File: config.mk
export PLATFORM = sky130hd
export DESIGN_NAME = bias_load_ctrl
export DESIGN_NICKNAME = d
export VERILOG_FILES = /design/src/rtl/bias_load_ctrl.sv
export SDC_FILE = /design/constraint.sdc
export NUM_CORES = 1
export LEC_CHECK = 0
export ABC_AREA = 1
export CORE_MARGIN = 8
export CORE_UTILIZATION = 44
export CTS_BUF_LIST = sky130_fd_sc_hd__clkbuf_4 sky130_fd_sc_hd__clkbuf_8 sky130_fd_sc_hd__clkbuf_16
export DETAILED_ROUTE_END_ITERATION = 7
export PLACE_DENSITY = 0.79
export SLEW_MARGIN = 20
export SYNTH_ARGS = -nofsm -noshare
export SYNTH_HDL_FRONTEND = slang
export SYNTH_SLANG_ARGS = --single-unit
File: constraint.sdc
create_clock -name clk_i -period 2.35 [get_ports clk_i]
set_input_delay 0.235 -clock clk_i [delete_from_list [all_inputs] [get_ports clk_i]]
set_output_delay 0.235 -clock clk_i [all_outputs]
set_load 0.01 [all_outputs]
File: src/rtl/bias_load_ctrl.sv
// Bias buffer load sequencer: packs K_CHANNELS stream words per row and writes rows from a base address.
// Optional XOR checksum of transferred words is enabled by defining BIAS_LOAD_CHECKSUM_EN.

package bias_pkg;
    localparam int K_CHANNELS = 4;
    localparam int ACC_WIDTH  = 32;
endpackage

module bias_load_ctrl
    import bias_pkg::*;
#(
    parameter int DEPTH  = 64,
    parameter int ADDR_W = $clog2(DEPTH)
) (
    input  logic                            clk_i,
    input  logic                            rst_async_n_i,
    input  logic                            start_i,
    input  logic                            abort_i,
    input  logic [ADDR_W-1:0]               cfg_base_addr_i,
    input  logic [ADDR_W:0]                 cfg_num_rows_i,
    output logic                            busy_o,
    output logic                            done_o,
    output logic                            cfg_err_o,
    input  logic                            s_valid_i,
    output logic                            s_ready_o,
    input  logic [ACC_WIDTH-1:0]            s_data_i,
    output logic                            wr_en_o,
    output logic [ADDR_W-1:0]               wr_addr_o,
    output logic [K_CHANNELS*ACC_WIDTH-1:0] wr_data_o
`ifdef BIAS_LOAD_CHECKSUM_EN
    ,
    output logic [ACC_WIDTH-1:0]            checksum_o
`endif
);

    localparam int LANE_W = (K_CHANNELS > 1) ? $clog2(K_CHANNELS) : 1;
    localparam int ROW_W  = K_CHANNELS * ACC_WIDTH;
    localparam int SUM_W  = ADDR_W + 2;
    localparam logic [LANE_W-1:0] LAST_LANE = LANE_W'(K_CHANNELS - 1);

    typedef enum logic [1:0] {
        ST_IDLE,
        ST_LOAD,
        ST_FLUSH
    } state_t;

    state_t r_state;
    state_t w_state_nxt;

    logic                   r_s_ready;
    logic                   r_done;
    logic                   r_cfg_err;
    logic                   r_wr_en;
    logic [ADDR_W-1:0]      r_wr_addr;
    logic [ROW_W-1:0]       r_wr_data;
    logic [ADDR_W-1:0]      r_next_addr;
    logic [ADDR_W:0]        r_num_rows;
    logic [ADDR_W:0]        r_row_cnt;
    logic [LANE_W-1:0]      r_lane;
    logic [ACC_WIDTH-1:0]   r_pack [K_CHANNELS-1];

    logic                   w_busy;
    logic                   w_ready_nxt;
    logic                   w_start_req;
    logic                   w_range_err;
    logic                   w_start_ok;
    logic                   w_accept;
    logic                   w_reject;
    logic                   w_zero;
    logic                   w_xfer;
    logic                   w_load_xfer;
    logic                   w_last_lane;
    logic                   w_last_row;
    logic                   w_row_done;
    logic                   w_take_lane;
    logic [SUM_W-1:0]       w_sum;
    logic [ADDR_W:0]        w_row_cnt_inc;
    logic [ROW_W-1:0]       w_row;

    // Start qualification: abort wins over start, and the range check is done wide enough not to wrap.
    assign w_start_req   = start_i & ~abort_i;
    assign w_sum         = SUM_W'(cfg_base_addr_i) + SUM_W'(cfg_num_rows_i);
    assign w_range_err   = (w_sum > SUM_W'(DEPTH));
    assign w_start_ok    = w_start_req & ~w_range_err & (cfg_num_rows_i != '0);
    assign w_accept      = (r_state == ST_IDLE) & w_start_ok;
    assign w_reject      = (r_state == ST_IDLE) & w_start_req & w_range_err;
    assign w_zero        = (r_state == ST_IDLE) & w_start_req & ~w_range_err & (cfg_num_rows_i == '0);

    assign w_xfer        = s_valid_i & r_s_ready;
    assign w_load_xfer   = (r_state == ST_LOAD) & w_xfer & ~abort_i;
    assign w_last_lane   = (r_lane == LAST_LANE);
    assign w_row_cnt_inc = r_row_cnt + (ADDR_W + 1)'(1);
    assign w_last_row    = (w_row_cnt_inc == r_num_rows);
    assign w_row_done    = w_load_xfer & w_last_lane;
    assign w_take_lane   = w_load_xfer & ~w_last_lane;

    // NOTE: state and datapath registers use non-blocking assignments so every flop samples pre-edge values.
    always_ff @(posedge clk_i or negedge rst_async_n_i) begin
        if (!rst_async_n_i) begin
            r_state <= ST_IDLE;
        end else begin
            r_state <= w_state_nxt;
        end
    end

    // NOTE: default assignment first so no path through the case leaves the signal unassigned (no latch).
    always_comb begin
        w_state_nxt = r_state;
        unique case (r_state)
            ST_IDLE: begin
                if (w_start_ok) begin
                    w_state_nxt = ST_LOAD;
                end
            end
            ST_LOAD: begin
                if (abort_i) begin
                    w_state_nxt = ST_IDLE;
                end else if (w_xfer && w_last_lane && w_last_row) begin
                    w_state_nxt = ST_FLUSH;
                end
            end
            ST_FLUSH: begin
                w_state_nxt = ST_IDLE;
            end
            default: begin
                w_state_nxt = ST_IDLE;
            end
        endcase
    end

    always_comb begin
        w_busy      = (r_state != ST_IDLE);
        w_ready_nxt = (w_state_nxt == ST_LOAD);
    end

    // Complete row: buffered lanes plus the word transferring this cycle in the top lane.
    always_comb begin
        w_row = '0;
        for (int k = 0; k < K_CHANNELS - 1; k++) begin
            w_row[k*ACC_WIDTH +: ACC_WIDTH] = r_pack[k];
        end
        w_row[(K_CHANNELS-1)*ACC_WIDTH +: ACC_WIDTH] = s_data_i;
    end

    always_ff @(posedge clk_i or negedge rst_async_n_i) begin
        if (!rst_async_n_i) begin
            r_s_ready   <= 1'b0;
            r_done      <= 1'b0;
            r_cfg_err   <= 1'b0;
            r_wr_en     <= 1'b0;
            r_wr_addr   <= '0;
            r_wr_data   <= '0;
            r_next_addr <= '0;
            r_num_rows  <= '0;
            r_row_cnt   <= '0;
            r_lane      <= '0;
            // NOTE: the pack register is only K-1 words of flops, so resetting it is cheap and keeps it X-free.
            for (int k = 0; k < K_CHANNELS - 1; k++) begin
                r_pack[k] <= '0;
            end
        end else begin
            r_s_ready <= w_ready_nxt;
            r_done    <= 1'b0;
            r_cfg_err <= 1'b0;
            r_wr_en   <= 1'b0;

            if (w_reject) begin
                r_cfg_err <= 1'b1;
            end
            if (w_zero) begin
                r_done <= 1'b1;
            end
            if (w_accept) begin
                r_next_addr <= cfg_base_addr_i;
                r_num_rows  <= cfg_num_rows_i;
                r_row_cnt   <= '0;
                r_lane      <= '0;
            end

            // The last lane goes straight into the output register, freeing the pack register at once.
            if (w_row_done) begin
                r_wr_en   <= 1'b1;
                r_wr_addr <= r_next_addr;
                r_wr_data <= w_row;
                r_lane    <= '0;
                if (w_last_row) begin
                    r_done <= 1'b1;
                end else begin
                    r_row_cnt   <= w_row_cnt_inc;
                    r_next_addr <= r_next_addr + ADDR_W'(1);
                end
            end else if (w_take_lane) begin
                r_pack[r_lane] <= s_data_i;
                r_lane         <= r_lane + LANE_W'(1);
            end
        end
    end

    assign busy_o    = w_busy;
    assign done_o    = r_done;
    assign cfg_err_o = r_cfg_err;
    assign s_ready_o = r_s_ready;
    assign wr_en_o   = r_wr_en;
    assign wr_addr_o = r_wr_addr;
    assign wr_data_o = r_wr_data;

`ifdef BIAS_LOAD_CHECKSUM_EN
    logic [ACC_WIDTH-1:0] r_checksum;

    // Survives abort and completion; only an accepted start clears it.
    always_ff @(posedge clk_i or negedge rst_async_n_i) begin
        if (!rst_async_n_i) begin
            r_checksum <= '0;
        end else if (w_accept) begin
            r_checksum <= '0;
        end else if (w_xfer) begin
            r_checksum <= r_checksum ^ s_data_i;
        end
    end

    assign checksum_o = r_checksum;
`endif

endmodule

==> results.json <==
{
  "slew_headroom_pct": 69.12,
  "clock_latency_ns": 0.53,
  "required_ns": 2.77,
  "postRouteAntennaNets": 0,
  "syn-instance-count": 922,
  "async_flop_share_pct": 100.0,
  "grt_use_total_pct": 16.61,
  "max_cap_violations": 0,
  "synth.largest_area_cell": "dfrtp_1",
  "ys_warn_count": 0,
  "rrSetupSlack_ns": 0.42,
  "dpl.hpwl_um": 16220,
  "dp.cells": 1413,
  "seqCellArea_um2": 6456,
  "post-route-period-util_pct": 84.88,
  "finalPower_mw": 10.35,
  "ys.flop_type": "dfrtp_1",
  "cpMaxStageDelayCell": "clkdlybuf4s50_1",
  "reg2reg_to": "done_o$_DFF_PN0_",
  "whs_ns": 0.1731,
  "avgViaCountPerCell": 4.918,
  "area_growth_pct": 32.19,
  "htree_levels": 1,
  "crit_type": "input pin to flip-flop",
  "drive_gt1_share_pct": 16.37,
  "dr.pass1.iters": 4,
  "die_h_um": 168.6,
  "path_clk_slew_ns": 0.07,
  "clock-root-buffer": "clkbuf_16",
  "hold_path_class": "input pin to asynchronous set/reset pin",
  "dieArea_um2": 28440,
  "multi_input_area_um2": 3312,
  "fin_nets": 1187,
  "cellPowerDensity_nw_per_um2": 763.9,
  "setup_viol": 0,
  "tightest_slew_ns": 0.4632,
  "worstSetupStartpointType": "input pin",
  "syn_area_um2": 10250,
  "fillers": 1894,
  "ys_seq_area_share_pct": 62.98,
  "critPathMaxFanout": 10,
  "synth_area_leaders": "dfrtp_1 63%, mux2_2 11%, nand2_1 5.9%, o21ai_0 5.4%, inv_1 2.7%",
  "fin_worst_skew_ns": 0.02453,
  "antenna_found_initial": 0,
  "fmax_mhz": 501.4,
  "placementRows": 56,
  "coreArea_um2": 23190,
  "grt_pass1_vias": 7455,
  "cts_tree": "built",
  "portBuffers": 188,
  "critPathBufInv": 4,
  "path_cells": "clkdlybuf4s50_1 -> ha_1 -> inv_1 -> fa_1 -> inv_1 -> nand3_1 -> nand2_1 -> nand2_1 -> nand2_1 -> nand2_1 -> nand2_1 -> nand2_2 -> nand3_2 -> buf_4 -> nand2_1 -> o21ai_0",
  "wl_um": 23630,
  "yosysTopAreaCellShare_pct": 62.98,
  "yosysUniqueCellTypes": 30,
  "grt_setup_unrepaired": "false",
  "p_leak_nw": 6.516,
  "final_cell_count_no_fill": 1461,
  "num_io_pins": 189,
  "slowest_delay_ns": 0.49,
  "grt_max_degree": 91,
  "hold_viol": 0,
  "status": "completed",
  "ir_worst_vdd_mv": 0.4691,
  "syn-mean-instance-area_um2": 11.12,
  "crit_arrival_ns": 2.42,
  "rr_worst_depth": 9,
  "drv_slew": 0,
  "crit_family": "buffers and inverters",
  "critPathCaptureType": "flip-flop",
  "wl_per_cell_um": 16.17,
  "grt_pass1_wl_um": 39170,
  "cp_common_cell": "nand2_1",
  "r2r-start": "r_row_cnt[0]$_DFF_PN0_",
  "fp.dieW_um": 168.6,
  "place_congestion": 0.8457,
  "cts.path.max_buffers": 3,
  "syn-num-nets": 985,
  "cts_num_sinks": 258,
  "grt.overflow.total": 0,
  "synth-edff-count": 0,
  "drc": 0,
  "period_needed_ns": 1.995,
  "vias": 7185,
  "cts_setup_buffers": 0,
  "first_iter_violations": 494,
  "setup-tns-final_ns": 0,
  "cts_buffers": 27,
  "critPathCapture": "r_lane[0]$_DFFE_PN0P_",
  "start_util_pct": 44.20,
  "crit_cells": 16,
  "crit_start": "cfg_base_addr_i[0]",
  "yosys_register_bits": 258,
  "post-route-util_pct": 58.43,
  "diodes": 0
}
==> cells by family after synthesis <==
family | count (synthesis) | share of synthesized area (%)
xor+xnor | 8 | 0.6835
fa+ha+maj | 13 | 1.660
simple gates | 270 | 11.40
buf+inv | 117 | 4.833
flops | 258 | 62.98
compound gates | 159 | 7.787
mux | 97 | 10.66
==> state kept, by name (all words and copies together), names as in the netlist <==
register and flops:
s_ready_o 1, wr_data_o 128, r_num_rows 7, wr_en_o 1, r_row_cnt 7, done_o 1, r_pack 96, r_state 2
wr_addr_o 6, r_lane 2, cfg_err_o 1, r_next_addr 6
==> stage by stage <==
step	setup WS, ns	instance area, um^2
floorplan	0.3552	10250
global placement	-0.08080	12630
detailed placement	-0.1419	12630
CTS	0.3769	13550
global route	0.2175	13550
finish	0.3554	13550
==> placed cells by master, fill, tap and decap left out <==
cell type,count
xnor2_1,3
buf_4,17
buf_8,1
inv_1,75
nor2_1,46
o21ai_1,6
inv_6,2
o31ai_1,1
nand2_2,5
nand3_1,34
buf_12,8
mux2_2,97
clkdlybuf4s50_1,187
clkinv_4,2
bufinv_16,3
nor3_1,1
nor2_4,2
nand2_4,1
nor3_2,1
nand3_2,2
nand2_1,158
clkbuf_4,2
fa_1,1
clkbuf_8,4
clkbuf_16,27
o21ai_0,110
nand4_1,10
dlygate4sd3_1,1
dfrtp_1,258
ha_1,12
clkinv_2,4
a21oi_1,42
nor2_2,4
inv_2,1
nand3b_1,5
nand2_8,1
xor2_1,5
clkinvlp_4,3
==> worst register-to-register path, cell delays in order, from the launching register on <==
cell and delay [ns]:
dfrtp_1 0.45, ha_1 0.35, xor2_1 0.16, nor2_1 0.08, nand4_1 0.17, nor2_4 0.16
nand2_4 0.12, nor2_1 0.17, nand2_1 0.10, o31ai_1 0.07
==> area by class of cell <==
type | count | share of cell area [%]
multi-input combinational | 547 | 24.44
timing repair buffer | 214 | 16.12
clock buffer | 33 | 5.503
inverter | 76 | 2.105
tap | 319 | 2.946
clock inverter | 14 | 1.237
sequential | 258 | 47.65
==> how the worst min path moves through the flow <==
stage / startpoint / endpoint / slack, ns / cells after the start
CTS: rst_async_n_i / wr_data_o[55]$_DFFE_PN0P_ / 0.17 / 2
floorplan: rst_async_n_i / cfg_err_o$_DFF_PN0_ / -0.06 / 0
global placement: rst_async_n_i / wr_data_o[87]$_DFFE_PN0P_ / 0.13 / 1
detailed placement: rst_async_n_i / wr_data_o[87]$_DFFE_PN0P_ / 0.14 / 1
finish: rst_async_n_i / wr_data_o[55]$_DFFE_PN0P_ / 0.17 / 2
global route: rst_async_n_i / wr_data_o[55]$_DFFE_PN0P_ / 0.19 / 2
==> power breakdown <==
part,internal [mW],total [mW],switching (mW)
Sequential,4.79,5.00,0.213
Clock,2.59,4.31,1.72
Combinational,0.482,1.04,0.561
Total,7.86,10.4,2.49
==> timing repair <==
item | in CTS | in global routing
endpoints found under the hold margin | 147 | 0
hold buffers | 1 | 0
setup endpoints to repair | 0 | 0
resized for setup | 0 | 0
==> metal layers <==
layer  routed length [um]  share of wire [%]  global-route usage [%]  up-vias
met3                 1155                4.9                   2.819       26
met2                11570                 49                   28.16      163
met1                10580                 45                   21.98     3557
met5                    0                  0                       0        -
li1                     -                  -                       -     3439
met4                  320                1.4                   3.882        0
==> synthesized netlist by cell type (all sizes together), types with 2 or more instances <==
master / count
ha: 12
nand3: 36
buf: 24
nand2: 165
nor2: 52
mux2: 97
xnor2: 3
xor2: 5
nand3b: 5
nor3: 2
nand4: 10
inv: 76
o21ai: 116
dfrtp: 258
clkbuf: 17
a21oi: 42
Note: power is estimated with default switching activity, not from simulation.
